[src/rtl/gcd_ctrl_pkg.sv]
// Shared encodings for the GCD job sequencer: FSM states and display-mode codes.
package gcd_ctrl_pkg;

  typedef enum logic [2:0] {
    ST_IDLE  = 3'd0,
    ST_CLR   = 3'd1,
    ST_START = 3'd2,
    ST_WAIT  = 3'd3,
    ST_DONE  = 3'd4,
    ST_ERROR = 3'd5
  } state_t;

  localparam logic [1:0] DISP_EDIT   = 2'd0;
  localparam logic [1:0] DISP_BUSY   = 2'd1;
  localparam logic [1:0] DISP_RESULT = 2'd2;
  localparam logic [1:0] DISP_ERR    = 2'd3;

  function automatic logic [1:0] disp_of(input state_t s);
    logic [1:0] m;
    m = DISP_EDIT;
    case (s)
      ST_CLR, ST_START, ST_WAIT: m = DISP_BUSY;
      ST_DONE:                   m = DISP_RESULT;
      ST_ERROR:                  m = DISP_ERR;
      default:                   m = DISP_EDIT;
    endcase
    return m;
  endfunction

endpackage

[src/rtl/gcd_result_watch.sv]
// Watches the live CPU result and flags the cycle on which it has been
// non-zero and unchanged for STABLE_CYC consecutive cycles.
module gcd_result_watch #(
  parameter int STABLE_CYC = 8
) (
  input  logic        clk,
  input  logic        rst,
  input  logic        i_clr,
  input  logic        i_en,
  input  logic [31:0] i_value,
  output logic        stable_hit
);

  localparam int SW = (STABLE_CYC < 2) ? 1 : $clog2(STABLE_CYC + 1);

  logic [31:0] r_prev;
  logic [SW-1:0] r_cnt;
  logic w_match;

  assign w_match    = (i_value != 32'd0) && (i_value == r_prev);
  // Fires on the cycle the counter would reach STABLE_CYC, so the caller can act on that edge.
  assign stable_hit = i_en && w_match && (r_cnt == SW'(STABLE_CYC - 1));

  always_ff @(posedge clk or posedge rst) begin
    if (rst) begin
      r_prev <= 32'd0;
      r_cnt  <= '0;
    end else begin
      r_prev <= i_value;
      if (i_clr) begin
        r_cnt <= '0;
      end else if (i_en) begin
        if (!w_match) begin
          r_cnt <= '0;
        end else if (r_cnt != SW'(STABLE_CYC - 1)) begin
          r_cnt <= r_cnt + 1'b1;
        end
      end
    end
  end

endmodule

[src/rtl/gcd_job_ctrl.sv]
// Front-panel job sequencer for the rv32i GCD datapath: clear, start, wait, report.
// Define GCD_JOB_CTRL_LAT_EN to add the lat_cycles latency counter output.
module gcd_job_ctrl
  import gcd_ctrl_pkg::*;
#(
  parameter int CLR_CYC     = 4,
  parameter int STABLE_CYC  = 8,
  parameter int TIMEOUT_CYC = 1000000,
  parameter int CNT_W       = 20
) (
  input  logic        clk,
  input  logic        rst,
  input  logic        req_start,
  input  logic        req_abort,
  input  logic [7:0]  op_a,
  input  logic [7:0]  op_b,
  output logic        cpu_rst_req,
  output logic        cpu_start,
  output logic [31:0] cpu_op_a,
  output logic [31:0] cpu_op_b,
  input  logic [31:0] cpu_result,
  output logic        busy,
  output logic        done,
  output logic        err,
  output logic [7:0]  result,
  output logic        edit_lock,
  output logic [1:0]  disp_mode
`ifdef GCD_JOB_CTRL_LAT_EN
  ,
  output logic [CNT_W-1:0] lat_cycles
`endif
);

  state_t r_state, w_state_next;
  logic [CNT_W-1:0] r_cnt, w_cnt_next;
  logic [7:0] r_result, w_result_next;
  logic [7:0] r_op_a, r_op_b;
  logic [1:0] r_disp;
  logic w_start_ok, w_latch, w_stable_hit;

  assign w_start_ok = req_start &&
                      (r_state == ST_IDLE || r_state == ST_DONE || r_state == ST_ERROR);

  gcd_result_watch #(.STABLE_CYC(STABLE_CYC)) u_watch (
    .clk        (clk),
    .rst        (rst),
    .i_clr      (r_state == ST_START),
    .i_en       (r_state == ST_WAIT),
    .i_value    (cpu_result),
    .stable_hit (w_stable_hit)
  );

  // r_cnt is shared: CLR hold count, then timeout count once in WAIT.
  always_comb begin
    w_state_next  = r_state;
    w_cnt_next    = r_cnt;
    w_result_next = r_result;
    w_latch       = 1'b0;
    if (req_abort) begin
      w_state_next  = ST_IDLE;
      w_cnt_next    = '0;
      w_result_next = 8'd0;
    end else if (w_start_ok) begin
      w_latch    = 1'b1;
      w_cnt_next = '0;
      if (op_a == 8'd0 && op_b == 8'd0) begin
        w_state_next = ST_ERROR;
      end else if (op_a == 8'd0) begin
        w_result_next = op_b;
        w_state_next  = ST_DONE;
      end else if (op_b == 8'd0) begin
        w_result_next = op_a;
        w_state_next  = ST_DONE;
      end else begin
        w_state_next = ST_CLR;
      end
    end else begin
      case (r_state)
        ST_CLR: begin
          if (r_cnt == CNT_W'(CLR_CYC - 1)) begin
            w_state_next = ST_START;
            w_cnt_next   = '0;
          end else begin
            w_cnt_next = r_cnt + 1'b1;
          end
        end
        ST_START: begin
          w_state_next = ST_WAIT;
          w_cnt_next   = '0;
        end
        ST_WAIT: begin
          if (w_stable_hit) begin
            w_result_next = cpu_result[7:0];
            w_state_next  = ST_DONE;
          end else if (r_cnt == CNT_W'(TIMEOUT_CYC - 1)) begin
            w_state_next = ST_ERROR;
          end else begin
            w_cnt_next = r_cnt + 1'b1;
          end
        end
        default: ;
      endcase
    end
  end

  always_ff @(posedge clk or posedge rst) begin
    if (rst) begin
      r_state  <= ST_IDLE;
      r_cnt    <= '0;
      r_result <= 8'd0;
      r_op_a   <= 8'd0;
      r_op_b   <= 8'd0;
      r_disp   <= DISP_EDIT;
    end else begin
      r_state  <= w_state_next;
      r_cnt    <= w_cnt_next;
      r_result <= w_result_next;
      r_disp   <= disp_of(w_state_next);
      if (w_latch) begin
        r_op_a <= op_a;
        r_op_b <= op_b;
      end
    end
  end

  assign cpu_rst_req = (r_state == ST_CLR);
  assign cpu_start   = (r_state == ST_START);
  assign busy        = (r_state == ST_CLR) || (r_state == ST_START) || (r_state == ST_WAIT);
  assign done        = (r_state == ST_DONE);
  assign err         = (r_state == ST_ERROR);
  assign edit_lock   = busy;
  assign result      = r_result;
  assign disp_mode   = r_disp;
  assign cpu_op_a    = {24'd0, r_op_a};
  assign cpu_op_b    = {24'd0, r_op_b};

`ifdef GCD_JOB_CTRL_LAT_EN
  logic [CNT_W-1:0] r_lat;

  always_ff @(posedge clk or posedge rst) begin
    if (rst) begin
      r_lat <= '0;
    end else if (req_abort || w_start_ok) begin
      r_lat <= '0;
    end else if ((r_state == ST_START || r_state == ST_WAIT) && (r_lat != '1)) begin
      r_lat <= r_lat + 1'b1;
    end
  end

  assign lat_cycles = r_lat;
`endif

endmodule

[config.mk]
export PLATFORM = sky130hd
export DESIGN_NAME = gcd_job_ctrl
export DESIGN_NICKNAME = d
export VERILOG_FILES = /design/src/rtl/gcd_ctrl_pkg.sv /design/src/rtl/gcd_result_watch.sv /design/src/rtl/gcd_job_ctrl.sv
export SDC_FILE = /design/constraint.sdc
export NUM_CORES = 1
export LEC_CHECK = 0
export BUFFER_PORTS_ARGS = -buffer_cell sky130_fd_sc_hd__buf_2
export CORE_ASPECT_RATIO = 0.6
export CORE_MARGIN = 8
export CORE_UTILIZATION = 30
export CTS_CLUSTER_DIAMETER = 150
export CTS_CLUSTER_SIZE = 8
export DETAILED_ROUTE_END_ITERATION = 12
export GPL_TIMING_DRIVEN = 0
export PLACE_DENSITY = 0.51
export SLEW_MARGIN = 30
export SYNTH_ARGS = -nofsm -noshare
export SYNTH_HDL_FRONTEND = slang
export SYNTH_HIERARCHICAL = 1
export SYNTH_SLANG_ARGS = --single-unit
[constraint.sdc]
create_clock -name clk -period 6.2 [get_ports clk]
set_input_delay 1.24 -clock clk [delete_from_list [all_inputs] [get_ports clk]]
set_output_delay 1.24 -clock clk [all_outputs]
set_load 0.01 [all_outputs]
==> run summary <==
post-route design area -> 5881 µm²
relative slew slack -> 42.91%
commonest cells after routing, fill and taps aside -> buf_2 (87), dfrtp_1 (85), nand2_1 (66)
largest net degree at the start of global routing -> 37
initial antenna violation count -> 0
VDD IR max -> 0.1399 mV
DP HPWL -> 11030 µm
Total Die Area -> 20030 µm²
arrival time of the worst setup path -> 4.59 ns
max-slew violations -> 0
Vias/cell -> 4.774
wire per inst -> 16.56 µm
number of synthesized register bits -> 85
FFs w/ async S/R, synth -> 100.0%
GRT Residual Overflow -> 0
Residual DRC -> 0
maximum clock frequency -> 231.3 MHz
Synth area leaders -> dfrtp_1 (45%), buf_4 (7.8%), xor2_1 (6.9%)
Area Overhead vs Synth -> 25.30%
H-tree depth -> 3
Req. time, crit path -> 6.46 ns
Clock Latency Late Sink -> 0.34 ns
GP Congestion -> 0.9266
first-pass GRT wire length -> 21920 µm
leakage power total -> 2.799 nW
Clock transition at path regs -> 0.06 ns
CTS tree -> done
final wirelength -> 13650 µm
Max-Cap Viols -> 0
clock skew -> 0.01188 ns
Startpoint Class -> input pin
top cell type by total area after synthesis -> dfrtp_1
hold depth -> 2
worst-case clock buffer depth -> 2
port bufs -> 83
RSZ-0062 raised after global routing -> false
ANT cells -> 0
FP Rows -> 35
cts repair resizes -> 0
placed cells -> 808
worst hold path type -> reg2reg
Post-Layout Cell Count -> 824
TNS Setup -> 0 ns
Die W -> 177.5 µm
hold_buf cts -> 0
starting density of the core -> 30.62%
power per cell area -> 246.0 nW/µm²
TritonCTS Buffers -> 9
leading cell type in the layout, fill and taps excluded -> buf_2
Syn Inst Count -> 474
Chip Height -> 112.9 µm
Post-synth EDFFs -> 0
antenna-violating nets left -> 0
pin slew with the least headroom to its limit -> 0.8498 ns
via count -> 3934
Ys Warns -> 6
vias in the first global route -> 3871
crit share post-route -> 69.74%
root buf cell -> clkbuf_16
DP Area -> 5563 µm²
GRT Util Overall -> 13.79%
FF-to-FF path depth -> 11
maximum fanout along the worst path -> 10
minimum clock period -> 4.324 ns
final hold viol count -> 0
Yosys top cell area share -> 45.32%
Core Footprint -> 15330 µm²
Netlist cell types -> 57
fin nets -> 672
setup repair bufs after CTS -> 0
I/O Pins -> 132
status -> complete, no violations
WS Path Type -> in2reg
Core Util, Final -> 38.37%
CP endpoint kind -> flip-flop
syn avg cell area -> 9.901 µm²
share of layout cells above drive strength 1 -> 31.72%
DRT iter0 DRCs -> 228
drt pass-1 iters -> 5
sequential share of the synthesized area -> 45.32%
clk sinks -> 85
Mapped Area -> 4693 µm²
Top FF cell, synth -> dfrtp_1
Final setup violation count -> 0
[sequential cells by signal (all words and copies together) (netlist names)]
name            cells
r_op_a              8
disp_mode           2
r_cnt              20
u_watch/r_prev     32
r_state             3
r_op_b              8
result              8
u_watch/r_cnt       4
[through the flow]
stage,hold slack [ns],setup slack [ns],power [mW]
after floorplan,0.4721,2.487,0.7884
final,0.4802,1.876,1.447
after CTS,0.4805,1.971,1.462
after global routing,0.5089,1.664,1.526
after detailed placement,0.4565,1.642,0.8995
after global placement,0.4564,1.627,0.8931
[metal layers]
metal / track usage (%) / share of wire [%]
met5: 0 / 0
met4: 2.765 / 1.1
met3: 5.121 / 9.8
met2: 18.34 / 39
met1: 20.54 / 50
[worst max-delay path: stages]
cell and delay [ns]:
buf_2 0.14, nor4_1 0.41, nand4_1 0.24, nor2_1 0.18, nor3_1 0.09, and3_1 0.23, and3_1 0.22, a211oi_2 0.50
nor2_1 0.23, buf_2 0.26, or4_2 0.67, a21oi_2 0.16
[layout make-up]
type | instances | area [µm²]
Fill cell | 1547 | 9447
Multi-Input combinational cell | 360 | 2256
Sequential cell | 85 | 2127
Buffer | 66 | 460.4
Timing Repair Buffer | 84 | 435.4
Tap cell | 203 | 254.0
Clock buffer | 10 | 239.0
Clock inverter | 6 | 68.82
Inverter | 10 | 40.04
[report_power, final]
part           internal [mW]  total, mW  switching, mW
sequential             0.603      0.632         0.0296
combinational          0.101      0.258          0.157
clock                  0.326      0.557          0.231
total                   1.03       1.45          0.417
[Yosys cell counts, types with 2 or more instances]
cell and instances:
buf_2 4, or3_1 3, a31oi_1 7, a22oi_1 3
or4_1 7, nand2b_1 4, nor3b_1 3, or4b_2 2
ha_1 4, and4_1 5, nand4_1 10, nand3_1 15
mux2i_1 2, a211oi_2 2, a21oi_1 12, nor3_1 7
and3_1 6, o211ai_1 2, a21oi_2 6, clkbuf_1 11
inv_1 10, nand2_1 66, nor2_1 22, nor4_4 2
nor4_2 7, nor4_1 13, buf_4 49, xor2_1 37
o2111ai_1 4, nor2b_1 4, and2_1 5, dfrtp_1 85
o21ai_2 2, o21ai_0 8, o31ai_1 11, or4_2 10
a41oi_1 4
[final timing paths]
check | start | end | slack (ns)
worst max-delay path | cpu_result[4] | r_cnt[3]$_DFFE_PP0P_ | 1.88
worst min-delay path | r_op_a[0]$_DFFE_PP0P_ | r_op_a[0]$_DFFE_PP0P_ | 0.48
worst max register to register | r_state[2]$_DFF_PP0_ | r_cnt[3]$_DFFE_PP0P_ | 2.60
worst min register to register | r_op_a[0]$_DFFE_PP0P_ | r_op_a[0]$_DFFE_PP0P_ | 0.48
max in group asynchronous | rst | u_watch/r_cnt[1]$_DFFE_PP0P_ | 4.67
min in group asynchronous | rst | r_state[0]$_DFF_PP0_ | 0.90
[logic make-up (layout without fill, tap and decap cells)]
kind of cell | count (synthesis) | after routing | share of synthesized area, %
AO/OA/AOI/OAI | 71 | 71 | 11.04
XOR/XNOR | 37 | 37 | 6.905
adder cells (fa/ha/maj) | 4 | 4 | 1.066
buffers and inverters | 76 | 176 | 10.61
flip-flops | 85 | 85 | 45.32
multiplexers | 2 | 2 | 0.4266
other | 1 | 48 | 0.07990
AND/OR/NAND/NOR | 198 | 198 | 24.55
Note: power is estimated with default switching activity, not from simulation.
